`config.mk`:
```
export PLATFORM = sky130hd
export DESIGN_NAME = sum_uart_tx
export DESIGN_NICKNAME = d
export VERILOG_FILES = /design/src/rtl/sum_uart_tx.sv
export SDC_FILE = /design/constraint.sdc
export NUM_CORES = 1
export LEC_CHECK = 0
export ABC_CLOCK_PERIOD_IN_PS = 2800
export CAP_MARGIN = 20
export CORE_MARGIN = 3
export CORE_UTILIZATION = 45
export DETAILED_ROUTE_END_ITERATION = 16
export GPL_ROUTABILITY_DRIVEN = 0
export PLACE_DENSITY_LB_ADDON = 0.08
export SLEW_MARGIN = 20
export SYNTH_ARGS = -nofsm -noshare
export SYNTH_HDL_FRONTEND = slang
export SYNTH_SLANG_ARGS = --single-unit
```
`constraint.sdc`:
```
create_clock -name clk -period 2.8 [get_ports clk]
set_input_delay 0.84 -clock clk [delete_from_list [all_inputs] [get_ports clk]]
set_output_delay 0.84 -clock clk [all_outputs]
set_load 0.01 [all_outputs]
```
`src/rtl/sum_uart_tx.sv`:
```
// UART transmitter fed by a small byte FIFO: buffers result bytes from the
// adder stage and sends them as 8N1 frames back-to-back when available.
module sum_uart_tx #(
  parameter int unsigned CLKS_PER_BIT = 434,
  parameter int unsigned FIFO_DEPTH   = 4
) (
  input  logic                        clk,
  input  logic                        rst,
  input  logic [7:0]                  in_data,
  input  logic                        in_valid,
  output logic                        in_ready,
  output logic                        tx,
  output logic                        busy,
  output logic [$clog2(FIFO_DEPTH):0] level
);

  localparam int unsigned AW = $clog2(FIFO_DEPTH);
  localparam int unsigned LW = AW + 1;
  localparam int unsigned CW = $clog2(CLKS_PER_BIT);

  typedef enum logic [1:0] {
    IDLE,
    START,
    DATA,
    STOP
  } state_e;

  state_e          state_q, state_d;
  logic [CW-1:0]   cnt_q, cnt_d;
  logic [2:0]      bit_q, bit_d;
  logic [7:0]      shift_q, shift_d;
  logic            tx_q, tx_d;
  logic [AW-1:0]   wr_ptr_q, wr_ptr_d;
  logic [AW-1:0]   rd_ptr_q, rd_ptr_d;
  logic [LW-1:0]   level_q, level_d;
  logic [7:0]      mem_q [FIFO_DEPTH];

  logic            push;
  logic            pop;
  logic            bit_end;
  logic            has_data;

  // Ready depends only on registered occupancy, so a pop never frees a slot
  // for the same edge.
  assign in_ready = (level_q != LW'(FIFO_DEPTH)) && !rst;
  assign push     = in_valid && in_ready;
  assign bit_end  = (cnt_q == CW'(CLKS_PER_BIT - 1));
  assign has_data = (level_q != '0);

  assign tx    = tx_q;
  assign level = level_q;
  assign busy  = !rst && ((state_q != IDLE) || has_data);

  always_comb begin
    state_d = state_q;
    cnt_d   = cnt_q;
    bit_d   = bit_q;
    shift_d = shift_q;
    tx_d    = tx_q;
    pop     = 1'b0;
    unique case (state_q)
      IDLE: begin
        tx_d  = 1'b1;
        cnt_d = '0;
        bit_d = '0;
        if (has_data) begin
          pop     = 1'b1;
          shift_d = mem_q[rd_ptr_q];
          state_d = START;
          tx_d    = 1'b0;
        end
      end
      START: begin
        if (bit_end) begin
          cnt_d   = '0;
          bit_d   = '0;
          state_d = DATA;
          tx_d    = shift_q[0];
        end else begin
          cnt_d = cnt_q + CW'(1);
        end
      end
      DATA: begin
        if (bit_end) begin
          cnt_d = '0;
          if (bit_q == 3'd7) begin
            state_d = STOP;
            tx_d    = 1'b1;
          end else begin
            bit_d   = bit_q + 3'd1;
            shift_d = {1'b0, shift_q[7:1]};
            tx_d    = shift_q[1];
          end
        end else begin
          cnt_d = cnt_q + CW'(1);
        end
      end
      STOP: begin
        if (bit_end) begin
          cnt_d = '0;
          // Chain straight into the next start bit when more bytes are queued.
          if (has_data) begin
            pop     = 1'b1;
            shift_d = mem_q[rd_ptr_q];
            state_d = START;
            tx_d    = 1'b0;
          end else begin
            state_d = IDLE;
            tx_d    = 1'b1;
          end
        end else begin
          cnt_d = cnt_q + CW'(1);
        end
      end
      default: begin
        state_d = IDLE;
        tx_d    = 1'b1;
      end
    endcase
  end

  always_comb begin
    wr_ptr_d = push ? wr_ptr_q + AW'(1) : wr_ptr_q;
    rd_ptr_d = pop  ? rd_ptr_q + AW'(1) : rd_ptr_q;
    level_d  = level_q;
    unique case ({push, pop})
      2'b10:   level_d = level_q + LW'(1);
      2'b01:   level_d = level_q - LW'(1);
      default: level_d = level_q;
    endcase
  end

  always_ff @(posedge clk) begin
    if (rst) begin
      state_q  <= IDLE;
      cnt_q    <= '0;
      bit_q    <= '0;
      shift_q  <= '0;
      tx_q     <= 1'b1;
      wr_ptr_q <= '0;
      rd_ptr_q <= '0;
      level_q  <= '0;
    end else begin
      state_q  <= state_d;
      cnt_q    <= cnt_d;
      bit_q    <= bit_d;
      shift_q  <= shift_d;
      tx_q     <= tx_d;
      wr_ptr_q <= wr_ptr_d;
      rd_ptr_q <= rd_ptr_d;
      level_q  <= level_d;
    end
  end

  always_ff @(posedge clk) begin
    if (push) begin
      mem_q[wr_ptr_q] <= in_data;
    end
  end

endmodule

```
==> impl_metrics.toml <==
[critical_path]
critPathSlowestCell = "clkdlybuf4s50_1"
critPathLaunch = "rst"
path_class = "primary input to output pin"
crit_chain = "dlygate4sd2_1 -> a21oi_1 -> clkdlybuf4s50_1"
r2r_slack_ns = 0.21
rr_worst_depth = 10
worstReg2RegEnd = "level[2]$_SDFFE_PP0P_"
crit_arrival_ns = 1.83
crit_required_ns = 1.96
max_stage_delay_ns = 0.55
worst-path-stages = 3
endpoint_kind = "output pin"
start_kind = "primary input"
cp_num_buf_inv = 2
r2r-start = "state_q[1]$_SDFFE_PP0P_"
crit_family = "buffers and inverters"
setup.worst_path.end = "busy"
crit_fanout = 5

[grt]
grt_overflow_total = 0
grt_pass1_wl_mm = 8.71
antenna_found_initial = 0
grt_pass1_vias = 1882
grt_usage = 0.154
grt_max_degree = 17

[clock_network]
clock-sinks = 64
cts.clk_slew.worst_paths_ns = 0.07
htree_num_levels = 3
insertion_delay_ns = 0.34
cts_max_path_buffers = 2
root_buffer = "clkbuf_8"
numCtsBuffers = 9
cts_hold_buf = 0
cts_tree = "done"

[yosys]
synth_cell_type_count = 48
synth-seq-area-share = 0.552
synth_async_sr_flop_share = 0
netlist_instances = 222
synth_area_leaders = "edfxtp_1 (33%), dfxtp_1 (22%), mux4_2 (6.2%)"
yosysTopAreaCellShare = 0.331
synth-edff-count = 32
synth_flop_cell = "edfxtp_1"
synth_top_cell_by_area = "edfxtp_1"
synth_nets = 248
ys_warn_count = 0
yosys_register_bits = 64
syn_avg_cell_area_sq_um = 13.1
synthesis.area_sq_um = 2900

[sta]
hold_viol_final = 0
min_period_over_period = 0.954
rsz0062_at_grt = "false"
setup_violations = 0
max_freq_mhz = 374
worst_pin_slew_ns = 0.561
min_period_ns = 2.67
slew_violations = 0
finalClockSkew_ns = 0.00761
whs_ns = 0.470
max_slew_margin = 0.625

[die]
core_sq_um = 6100
ios = 17
die_w_microns = 86.3
start_util = 0.476
die_y_microns = 86.3
rows = 28
die_area_sq_um = 7450

[power]
vdd_drop_max_uv = 478
power.switching_mw = 1.15
switching_share = 0.346
p_leak_nw = 1.19
internal_power_mw = 2.16
p_seq_frac = 0.372
power_mw = 3.31
powerDensity_nw_per_um2 = 983
comb_power_share = 0.366
pwr-share-clk = 0.262

[drt]
drt_first_pass_iters = 4
ant_nets = 0
drt_iter0_markers = 75
drcViolationCount = 0
vias_per_cell = 5.56
avgRoutedWirePerCell_microns = 15.8
routed_wl_mm = 5.18
vias = 1819

[hold_path]
hold_class = "flop to flop"
hold_start = "cnt_q[0]$_SDFF_PP0_"

[cells_and_area]
multi_input_area_sq_um = 1190
diodes = 0
final_nets = 273
final-seq-area_sq_um = 1600
drive_above_1_share = 0.183
syn_to_final_growth_pct = 16.0
fill_cells = 522

[outcome]
status = "complete, no violations"

[job]
drv_cap = 0

[placed_design]
hpwl_mm = 3.65
io_buffers = 16
-- metal layers --
| layer | track usage | up-vias | share of wire | wire length, microns |
|---|---|---|---|---|
| li1 | - | 862 | - | - |
| met1 | 0.185 | 901 | 0.45 | 2330 |
| met2 | 0.249 | 45 | 0.49 | 2560 |
| met3 | 0.0390 | 11 | 0.039 | 200 |
| met4 | 0.0907 | 0 | 0.018 | 92 |
| met5 | 0 | - | 0 | 0 |
-- metrics by stage --
step / cells / TNS, ns / setup WS, ns / instance area, sq um / utilization
floorplan: 222 / 0 / 0.440 / 2900 / -
global placement: 311 / -0.257 / -0.0890 / 3150 / 0.516
detailed placement: 311 / -0.375 / -0.156 / 3150 / 0.516
CTS: 327 / 0 / 0.113 / 3370 / 0.552
global route: 327 / 0 / 0.0154 / 3370 / 0.552
finish: 327 / 0 / 0.128 / 3370 / 0.552
-- sequential cells by signal, summed over array words and instances (netlist names), named ones only --
name,flops
bit_q,3
cnt_q,9
level,3
mem_q,32
rd_ptr_q,2
shift_q,8
state_q,2
tx,1
wr_ptr_q,2
-- final cells by class --
class                           count  area share
Multi-Input combinational cell    136       0.354
Inverter                           13      0.0145
Timing Repair Buffer               23      0.0628
Tap cell                           75      0.0279
Clock buffer                        9      0.0368
Clock inverter                      7      0.0283
Sequential cell                    64       0.476
-- how the worst min path moves through the flow --
stage | to | slack (ns) | depth (start not counted)
4_1_cts | cnt_q[0]$_SDFF_PP0_ | 0.48 | 1
2_1_floorplan | cnt_q[0]$_SDFF_PP0_ | 0.43 | 1
6_report | cnt_q[0]$_SDFF_PP0_ | 0.47 | 1
3_3_place_gp | cnt_q[0]$_SDFF_PP0_ | 0.44 | 1
3_5_place_dp | cnt_q[0]$_SDFF_PP0_ | 0.46 | 1
5_1_grt | cnt_q[0]$_SDFF_PP0_ | 0.50 | 1
-- cells in the final DEF, fill, tap and decap left out, types with 5 or more instances in the layout --
master / instances
dfxtp_1: 32
buf_4: 7
and2_1: 5
a21oi_1: 11
nor2_1: 23
ha_1: 14
clkbuf_8: 9
mux4_2: 8
a211oi_1: 7
inv_1: 13
clkdlybuf4s50_1: 15
edfxtp_1: 32
mux2i_1: 7
xnor2_1: 6
-- kinds of logic after synthesis --
logic type      after synthesis  synth area share
flops                        64             0.552
fa+ha+maj                    15            0.0673
xor+xnor                     10            0.0302
compound gates               36            0.0953
buf+inv                      22            0.0375
mux                          19             0.102
simple gates                 56             0.116
-- synth_stat cells, drive strengths merged (3+ instances only) --
cell type  instances
dfxtp             32
and2               5
ha                14
edfxtp            32
a211oi             8
nor2b              3
nand2              4
xnor2              6
a21oi             11
and3               4
mux4               8
mux2               4
clkbuf             3
nand4              3
o31ai              3
nor2              24
mux2i              7
inv               13
xor2               4
nor3               3
buf                5
o21ai              4
-- power by group through the flow --
| stage | sequential, mW | clock (mW) | combinational (mW) |
|---|---|---|---|
| global route | 1.24 | 0.934 | 1.34 |
| global placement | 1.24 | 0 | 1.15 |
| detailed placement | 1.25 | 0 | 1.21 |
| floorplan | 1.21 | 0 | 0.942 |
| CTS | 1.23 | 0.889 | 1.21 |
| finish | 1.23 | 0.868 | 1.21 |
-- what timing repair did --
action | in CTS | in global routing
setup buffers | 0 | 0
setup endpoints to repair | 2 | 0
gates resized for setup | 1 | 0
Power figures use the tool's default switching activity.
